--- src/rtl/seq_detect_ctrl_if.sv ---
// Configuration handshake bundle for seq_detect_ctrl.
// The master offers a pattern, length, target and overlap mode; the slave accepts on cfg_ready.
interface seq_detect_ctrl_if #(
    parameter int unsigned PAT_W = 8,
    parameter int unsigned LEN_W = 3,
    parameter int unsigned CNT_W = 8
);
    logic             cfg_valid;
    logic             cfg_ready;
    logic [PAT_W-1:0] cfg_pattern;
    logic [LEN_W-1:0] cfg_len;
    logic [CNT_W-1:0] cfg_target;
    logic             cfg_overlap;

    modport master (
        output cfg_valid,
        output cfg_pattern,
        output cfg_len,
        output cfg_target,
        output cfg_overlap,
        input  cfg_ready
    );

    modport slave (
        input  cfg_valid,
        input  cfg_pattern,
        input  cfg_len,
        input  cfg_target,
        input  cfg_overlap,
        output cfg_ready
    );
endinterface

--- src/rtl/seq_detect_ctrl.sv ---
// Run-time configurable serial pattern-detect controller.
// Latches a pattern in IDLE, scans qualified serial bits in RUN and counts Mealy matches
// until a target count (DONE) or abort. Optional idle timeout is enabled by defining
// SEQDET_TIMEOUT_EN; without it timeout is tied low and RUN waits indefinitely.
module seq_detect_ctrl #(
    parameter int unsigned PAT_W  = 8,
    parameter int unsigned LEN_W  = 3,
    parameter int unsigned CNT_W  = 8,
    parameter int unsigned TO_CYC = 64
) (
    input  logic             clk,
    input  logic             reset,
    seq_detect_ctrl_if.slave cfg_if,
    input  logic             start,
    input  logic             abort,
    input  logic             in_valid,
    input  logic             in_bit,
    output logic             match,
    output logic [CNT_W-1:0] match_count,
    output logic             busy,
    output logic             done,
    output logic             timeout
);

    typedef enum logic [1:0] {StIdle, StRun, StDone} state_e;

    // Largest usable length-minus-one; also the fill saturation point.
    localparam logic [LEN_W-1:0] FillMax = LEN_W'(PAT_W - 1);

    state_e           state_q, state_d;
    logic [PAT_W-1:0] pat_q, pat_d;
    logic [LEN_W-1:0] lm1_q, lm1_d;
    logic [CNT_W-1:0] target_q, target_d;
    logic             overlap_q, overlap_d;
    logic [CNT_W-1:0] count_q, count_d;
    logic [PAT_W-2:0] hist_q, hist_d;
    logic [LEN_W-1:0] fill_q, fill_d;
    logic             done_q, done_d;

`ifdef SEQDET_TIMEOUT_EN
    localparam int unsigned IdleW = $clog2(TO_CYC + 1);
    logic [IdleW-1:0] idle_q, idle_d;
    logic             to_q, to_d;
`else
    logic unused_to_cyc;
    assign unused_to_cyc = (TO_CYC == 0);
`endif

    logic [PAT_W-1:0] window;
    logic [PAT_W-1:0] len_mask;
    logic [LEN_W-1:0] len_clamped;
    logic             pat_hit;
    logic             filled;

    // Compare the newest L bits (history plus the current bit) against the pattern.
    always_comb begin
        window = {hist_q, in_bit};
        for (int i = 0; i < PAT_W; i++) begin
            len_mask[i] = (i <= int'(lm1_q));
        end
        pat_hit = (((window ^ pat_q) & len_mask) == '0);
        filled  = (fill_q >= lm1_q);
        match   = (state_q == StRun) && in_valid && !abort && filled && pat_hit;
    end

    // Lengths beyond PAT_W collapse to the full width.
    always_comb begin
        if (32'(cfg_if.cfg_len) > PAT_W - 1) begin
            len_clamped = FillMax;
        end else begin
            len_clamped = cfg_if.cfg_len;
        end
    end

    // Next-state logic for the controller, counters and registered pulses.
    always_comb begin
        state_d   = state_q;
        pat_d     = pat_q;
        lm1_d     = lm1_q;
        target_d  = target_q;
        overlap_d = overlap_q;
        count_d   = count_q;
        hist_d    = hist_q;
        fill_d    = fill_q;
        done_d    = 1'b0;
`ifdef SEQDET_TIMEOUT_EN
        idle_d    = idle_q;
        to_d      = 1'b0;
`endif
        unique case (state_q)
            StIdle: begin
                // A config handshake wins over a coincident start.
                if (cfg_if.cfg_valid) begin
                    pat_d     = cfg_if.cfg_pattern;
                    lm1_d     = len_clamped;
                    target_d  = cfg_if.cfg_target;
                    overlap_d = cfg_if.cfg_overlap;
                end else if (start) begin
                    state_d = StRun;
                    count_d = '0;
                    hist_d  = '0;
                    fill_d  = '0;
`ifdef SEQDET_TIMEOUT_EN
                    idle_d  = '0;
`endif
                end
            end
            StRun: begin
                if (abort) begin
                    state_d = StIdle;
                end else if (in_valid) begin
                    hist_d = window[PAT_W-2:0];
                    if (fill_q != FillMax) begin
                        fill_d = fill_q + LEN_W'(1);
                    end
`ifdef SEQDET_TIMEOUT_EN
                    idle_d = '0;
`endif
                    if (match) begin
                        if (count_q != '1) begin
                            count_d = count_q + CNT_W'(1);
                        end
                        // Non-overlapping mode needs L fresh bits for the next match.
                        if (!overlap_q) begin
                            hist_d = '0;
                            fill_d = '0;
                        end
                        if ((target_q != '0) && (count_q == target_q - CNT_W'(1))) begin
                            state_d = StDone;
                            done_d  = 1'b1;
                        end
                    end
                end
`ifdef SEQDET_TIMEOUT_EN
                else if (idle_q == IdleW'(TO_CYC - 1)) begin
                    state_d = StIdle;
                    to_d    = 1'b1;
                end else begin
                    idle_d = idle_q + IdleW'(1);
                end
`endif
            end
            StDone: begin
                state_d = StIdle;
            end
            default: begin
                state_d = StIdle;
            end
        endcase
    end

    // State and registered outputs, asynchronously cleared.
    always_ff @(posedge clk or posedge reset) begin
        if (reset) begin
            state_q   <= StIdle;
            pat_q     <= '0;
            lm1_q     <= '0;
            target_q  <= '0;
            overlap_q <= 1'b0;
            count_q   <= '0;
            hist_q    <= '0;
            fill_q    <= '0;
            done_q    <= 1'b0;
`ifdef SEQDET_TIMEOUT_EN
            idle_q    <= '0;
            to_q      <= 1'b0;
`endif
        end else begin
            state_q   <= state_d;
            pat_q     <= pat_d;
            lm1_q     <= lm1_d;
            target_q  <= target_d;
            overlap_q <= overlap_d;
            count_q   <= count_d;
            hist_q    <= hist_d;
            fill_q    <= fill_d;
            done_q    <= done_d;
`ifdef SEQDET_TIMEOUT_EN
            idle_q    <= idle_d;
            to_q      <= to_d;
`endif
        end
    end

    assign cfg_if.cfg_ready = (state_q == StIdle);
    assign busy             = (state_q == StRun);
    assign done             = done_q;
    assign match_count      = count_q;
`ifdef SEQDET_TIMEOUT_EN
    assign timeout          = to_q;
`else
    assign timeout          = 1'b0;
`endif

endmodule

--- src/flat_wrapper.sv ---
// flat-port wrapper written by rule: the top's interface ports become plain ports
module seq_detect_ctrl_flat 
#(
    parameter int unsigned PAT_W  = 8,
    parameter int unsigned LEN_W  = 3,
    parameter int unsigned CNT_W  = 8,
    parameter int unsigned TO_CYC = 64
)
  (clk, reset, start, abort, in_valid, in_bit, match, match_count, busy, done, timeout, cfg_if_cfg_valid, cfg_if_cfg_pattern, cfg_if_cfg_len, cfg_if_cfg_target, cfg_if_cfg_overlap, cfg_if_cfg_ready);
  seq_detect_ctrl_if #(.PAT_W(PAT_W), .LEN_W(LEN_W), .CNT_W(CNT_W)) cfg_if_i ();
  input  logic clk;
  input  logic reset;
  input  logic start;
  input  logic abort;
  input  logic in_valid;
  input  logic in_bit;
  output logic match;
  output logic [CNT_W-1:0] match_count;
  output logic busy;
  output logic done;
  output logic timeout;
  input wire logic [$bits(cfg_if_i.cfg_valid)-1:0] cfg_if_cfg_valid;
  input wire logic [$bits(cfg_if_i.cfg_pattern)-1:0] cfg_if_cfg_pattern;
  input wire logic [$bits(cfg_if_i.cfg_len)-1:0] cfg_if_cfg_len;
  input wire logic [$bits(cfg_if_i.cfg_target)-1:0] cfg_if_cfg_target;
  input wire logic [$bits(cfg_if_i.cfg_overlap)-1:0] cfg_if_cfg_overlap;
  output wire logic [$bits(cfg_if_i.cfg_ready)-1:0] cfg_if_cfg_ready;
  assign cfg_if_i.cfg_valid = cfg_if_cfg_valid;
  assign cfg_if_i.cfg_pattern = cfg_if_cfg_pattern;
  assign cfg_if_i.cfg_len = cfg_if_cfg_len;
  assign cfg_if_i.cfg_target = cfg_if_cfg_target;
  assign cfg_if_i.cfg_overlap = cfg_if_cfg_overlap;
  assign cfg_if_cfg_ready = cfg_if_i.cfg_ready;
  seq_detect_ctrl #(.PAT_W(PAT_W), .LEN_W(LEN_W), .CNT_W(CNT_W), .TO_CYC(TO_CYC)) u_core (.clk(clk), .reset(reset), .cfg_if(cfg_if_i), .start(start), .abort(abort), .in_valid(in_valid), .in_bit(in_bit), .match(match), .match_count(match_count), .busy(busy), .done(done), .timeout(timeout));
endmodule
--- config.mk ---
export PLATFORM = sky130hd
export DESIGN_NAME = seq_detect_ctrl_flat
export DESIGN_NICKNAME = d
export VERILOG_FILES = /design/src/rtl/seq_detect_ctrl_if.sv /design/src/rtl/seq_detect_ctrl.sv /design/src/flat_wrapper.sv
export SDC_FILE = /design/constraint.sdc
export NUM_CORES = 1
export LEC_CHECK = 0
export ABC_CLOCK_PERIOD_IN_PS = 2000
export CAP_MARGIN = 0
export CORE_MARGIN = 10
export CORE_UTILIZATION = 40
export DETAILED_ROUTE_END_ITERATION = 6
export PLACE_DENSITY = 0.66
export RECOVER_POWER = 50
export SYNTH_ARGS = -nofsm -noshare
export SYNTH_HDL_FRONTEND = slang
export SYNTH_SLANG_ARGS = --single-unit
--- constraint.sdc ---
create_clock -name clk -period 2 [get_ports clk]
set_clock_uncertainty 0.1 [all_clocks]
set_input_delay 0.2 -clock clk [delete_from_list [all_inputs] [get_ports clk]]
set_output_delay 0.2 -clock clk [all_outputs]
set_load 0.01 [all_outputs]
* After elaboration in Yosys (flattened, before gate mapping)
Cells that the tools add are included.
** Operators by class
- Bitwise logic cells :: 2
- Add/subtract/negate cells :: 3
- Order comparisons :: 8
- Multiplexer cells :: 34
- Reduce and logical (&&, ||, !) cells :: 14
- Equality and inequality tests :: 13
** Operators with widths (number)
- 2-to-1 mux 8 bit :: 6
- 2-to-1 mux 7 bit :: 6
- 2-to-1 mux 3 bit :: 7
- one-hot mux 8 bit (2 select lines) :: 1
- one-hot mux 7 bit (2 select lines) :: 1
- less-or-equal comparator 3 bit, first input constant :: 4
- 2-to-1 mux 2 bit :: 6
- inequality test 2 bit, second input constant :: 5
- AND reduction 5 bit :: 2
- inequality test 3 bit, second input constant :: 3
- adder 8 x 1 -> 8 bit, second input constant :: 1
- bitwise AND 8 bit :: 1
- equality test 8 bit :: 1
- logical NOT 8 bit :: 1
- inequality test 8 bit, second input constant :: 1
- nonzero test 8 bit :: 1
- subtractor 8 x 1 -> 8 bit, second input constant :: 1
- bitwise XOR 8 bit :: 1
- AND reduction 7 bit :: 1
- less-or-equal comparator 2 x 3 -> 1 bit, first input constant :: 2
- one-hot mux 3 bit (2 select lines) :: 1
- logical AND 1 bit :: 5
- 2-to-1 mux 1 bit :: 5
- one-hot mux 2 bit (2 select lines) :: 1
- other kinds (10) :: 10
** Word-level totals
- Output and inout port bits :: 13
- Logic and storage cells :: 83
- Bits of input ports :: 27
- Flip-flop bits (word level) :: 41

* Longest topological paths before layout
- Word-level depth :: 9
- Mapped depth :: 8
- Mapped depth without buffers :: 8

* Least setup slack after synthesis
Ideal clock, no wire load.
- Path type :: flip-flop to flip-flop
- Start point :: register u_core.hist_q[0]
- End point :: register u_core.count_q[0], in the netlist u_core.match_count[0]
- Buffers on the path :: 0
- Period minus slack after synthesis :: 2068 ps
- Stages on the path, launching flop included :: 7
- Data arrival time :: 1843 ps
- Setup time :: 125 ps
- Path slack :: -68 ps
- Required time :: 1775 ps
- Path through :: dfrtp_1 -> xor2_1 -> o41ai_4 -> nand4b_4 -> nor3b_4 -> o21bai_1 -> mux2_2
** On the way
- Word-level cells in the longest chain between the ends :: 6
** Ends and longest elaborated chain
- start: declaration :: line seq_detect_ctrl.sv:36 : logic [PAT_W-2:0] hist_q, hist_d;
- start signal: assignment :: line seq_detect_ctrl.sv:175 : hist_q <= hist_d;
- bitwise XOR 8 bit :: line seq_detect_ctrl.sv:61 : pat_hit = (((window ^ pat_q) & len_mask) == '0);
- bitwise AND 8 bit :: line seq_detect_ctrl.sv:61
- logical NOT 8 bit :: line seq_detect_ctrl.sv:61
- logical AND 1 bit :: line seq_detect_ctrl.sv:63 : match = (state_q == StRun) && in_valid && !abort && filled && pat_hit;
- inequality test 2 bit (no line)
- AND reduction 7 bit (no line)
- end signal: assignment :: line seq_detect_ctrl.sv:174 : count_q <= count_d;
- end: declaration :: line seq_detect_ctrl.sv:35 : logic [CNT_W-1:0] count_q, count_d;
Every way passes these cells.
A chain may end at the register's enable or synchronous reset.

* Worst setup path after layout
- Start point :: register u_core.hist_q[1]
- End point :: register u_core.count_q[5], in the netlist u_core.match_count[5]
The elaborated chain is that of the path after synthesis.

==> run summary <==
Clock network fraction of design power = 19.2%
Final worst setup slack = -99.75 ps
CP peak stage delay = 410 ps
Max-cap violations = 0
Synth Area in Compound Gates = 12.84%
Worst skew pair latency = 290 ps
Seq/Total Area, Yosys = 45.18%
Maximum VDD drop = 0.0004464 V
First-pass DRT Iterations = 5
H-tree depth = 2
Filler instances = 489
Area contributors post-synth = dfrtp_1, mux2_2, xor2_1, ha_1, a22o_1
Combinational power share = 42.5%
P_leak = 1.532 nW
Vias/cell = 5.052
Final RePlAce weighted congestion = 0.7676
WS Path Type = flop to flop
Max-slew violations = 0
Share of post-route cells with drive strength above 1 = 33.78%
Ant. Diodes = 0
Most area-hungry cell type in the Yosys netlist = dfrtp_1
Remaining DRCs = 0
CTS tree = done
Row count = 27
Crit path max-delay family = simple AND/OR/NAND/NOR gates
Setup TNS = -535.3 ps
Detailed Place HPWL = 4121 um
Commonest non-fill, non-tap cell in the layout = buf_4
Setup Viol. Count Final = 16
Relative slew slack = 32.02%
CP max stage cell = dfrtp_1
R2R Path Start = u_core.hist_q[1]
Post-synth ARST share = 100.0%
Main synth FF type = dfrtp_1
Seq pwr share = 38.2%
Mapped Nets = 238
Post-synthesis xor/xnor area fraction = 8.485%
Mux contribution to synthesized area = 9.697%
Sw Pwr = 0.9502 mW
FF-to-FF setup slack = -100 ps
Initial antenna violation count = 0
CP Capture Type = flop
Top cell type's share of synthesized area = 45.18%
Ys Warns = 0
All-Layer GR Usage = 12.44%
Worst slew pin tran = 1020 ps
Hold Worst Slack = 363.0 ps
Failing checks = negative setup slack
Final WL = 5484 um
Clock sink count = 41
Wire per inst = 14.90 um
Pwr dens = 845.3 mW/mm2
Area of the core = 0.005507 mm2
Hold Startpoint = cfg_if_cfg_len[2]
Clock Path Buffers = 2
I/O Buffers = 38
Main combinational cell family by area after synthesis = simple AND/OR/NAND/NOR gates
Syn avg cell area = 11.13 um2
Synthesized cell area = 0.002271 mm2
FMAX = 476.2 MHz
Critical path cell sequence = xor2_1, o41ai_4, buf_4, nand4b_4, nor3b_4, buf_6, nand4_1, mux2i_1
Final Hold Viols = 0
Yosys cell types = 46
Sw Ratio = 33.84%
DR vias = 1859
Pin count of the biggest net entering global routing = 42
Worst R2R Path Depth = 8
CP max FO = 5
Die ar. = 0.009091 mm2
Final global-route overflow total = 0
Initial DRC Count = 115
Reg2reg end = u_core.match_count[5]
Critical Path AT = 2180 ps
Root buf cell = clkbuf_8
Initial core utilization = 41.24%
Area Overhead vs Synth = 46.28%
Final Critical Period = 2100 ps
Outcome = complete, but fails checks
Antenna-violating nets left = 0
I/O pins = 40
Die width = 95.35 um
Cell internal pwr = 1.858 mW
Hold path endpoint = u_core.lm1_q[2]
Syn Inst Count = 204
Vias in the first global route = 1889
Bufs and invs on worst path = 2
First-pass GRT wire length = 8976 um
Worst EP required = 2080 ps
Post-Synth Simple-Gate Area = 17.13%
RSZ-0062 raised after global routing = true
DIE HEIGHT = 95.35 um
EDFF count, synth = 0
Final period utilization = 105.0%
Hold path depth = 3
Worst hold path type = primary input to flop
Register bit total from synthesis = 41
CP startpoint kind = flop
Most frequent cells in the layout = buf_4, dfrtp_1, clkdlybuf4s50_1
Cts bufs inserted = 5
Fin nets = 329
Clock transition at the registers of the reported paths = 80 ps
Synth Area in Adders = 3.857%
-- synthesized netlist by cell type (3+ instances only) --
library cell,number
dfrtp_1,41
mux2_2,16
nand2_1,16
xor2_1,13
a22o_1,9
inv_1,9
xnor2_1,9
nor2_1,8
ha_1,7
nand2b_1,7
nand3_1,5
o21ai_0,5
a21oi_1,4
clkbuf_1,4
mux2i_1,4
a211oi_1,3
and4_1,3
nand4_1,3
nor3_1,3
o31ai_1,3
-- flip-flops by register name (all words and copies together), names as in the netlist --
register and flops:
u_core.state_q 2, u_core.target_q 8, u_core.hist_q 7, u_core.pat_q 8, u_core.overlap_q 1, u_core.lm1_q 3, u_core.match_count 8, u_core.done 1
u_core.fill_q 3
-- worst max-delay path by stage --
stage	endpoint	cells past startpoint	slack, ps	from
floorplan	u_core.match_count[0]	6	-20	u_core.hist_q[3]
global placement	match	6	-350	abort
detailed placement	match	6	-360	abort
CTS	u_core.match_count[5]	8	-100	u_core.hist_q[2]
global route	u_core.match_count[5]	8	-220	u_core.hist_q[1]
finish	u_core.match_count[5]	8	-100	u_core.hist_q[1]
-- area by class of cell --
class	instances	area (um2)	area share, %
clock buffers	5	68.82	2.072
clock inverters	3	17.52	0.5273
inverters	9	33.78	1.017
multi-input cells	148	1299	39.10
flip-flops and latches	41	1026	30.88
well taps	72	90.09	2.712
repair buffers	90	787.0	23.69
-- kinds of logic after synthesis --
| family | Yosys count |
|---|---|
| and+or+nand+nor | 63 |
| muxes | 20 |
| adders and majority gates | 7 |
| xor gates and xnor gates | 22 |
| other | 1 |
| DFF | 41 |
| buffers and inverters | 15 |
| AOI/OAI and AO/OA | 35 |
-- stage by stage --
step / power, mW / instance area (um2) / instances / setup slack [ps] / utilization, %
6_report: 2.808 / 3322 / 368 / -99.75 / 60.33
5_1_grt: 3.002 / 3322 / 368 / -217.1 / 60.33
4_1_cts: 2.777 / 3261 / 368 / -98.02 / 59.21
3_5_place_dp: 2.158 / 3112 / 357 / -365.0 / 56.51
3_3_place_gp: 2.127 / 3112 / 357 / -350.6 / 56.51
2_1_floorplan: 1.683 / 2287 / 204 / -18.73 / -
-- metal layers --
layer	vias to the layer above	wire, um	GRT usage, %
li1	908	-	-
met1	897	2575	16.17
met2	46	2537	19.43
met3	8	264	2.671
met4	0	106	5.486
met5	-	0	0
-- worst reg2reg max path: cells and delay by family (launching register included) --
kind                   cells  cell delay, ps
AND/OR/NAND/NOR            3             470
XOR/XNOR                   1             200
buffers and inverters      2             310
multiplexers               1             150
flip-flops                 1             410
AO/OA/AOI/OAI              1             350
-- power by group through the flow --
stage | logic (mW) | clock network [mW] | registers, mW
floorplan | 0.592 | 0 | 1.09
global route | 1.30 | 0.604 | 1.10
finish | 1.19 | 0.540 | 1.07
CTS | 1.15 | 0.562 | 1.07
global placement | 1.05 | 0 | 1.08
detailed placement | 1.08 | 0 | 1.08
-- timing repair --
| action | in CTS | in global routing |
|---|---|---|
| pin swaps | 4 | 9 |
| hold buffers | 0 | 0 |
| buffers inserted | 4 | 0 |
| resized for setup | 12 | 12 |
| endpoints found under the setup margin | 17 | 18 |
(Power assumes the default switching activity.)
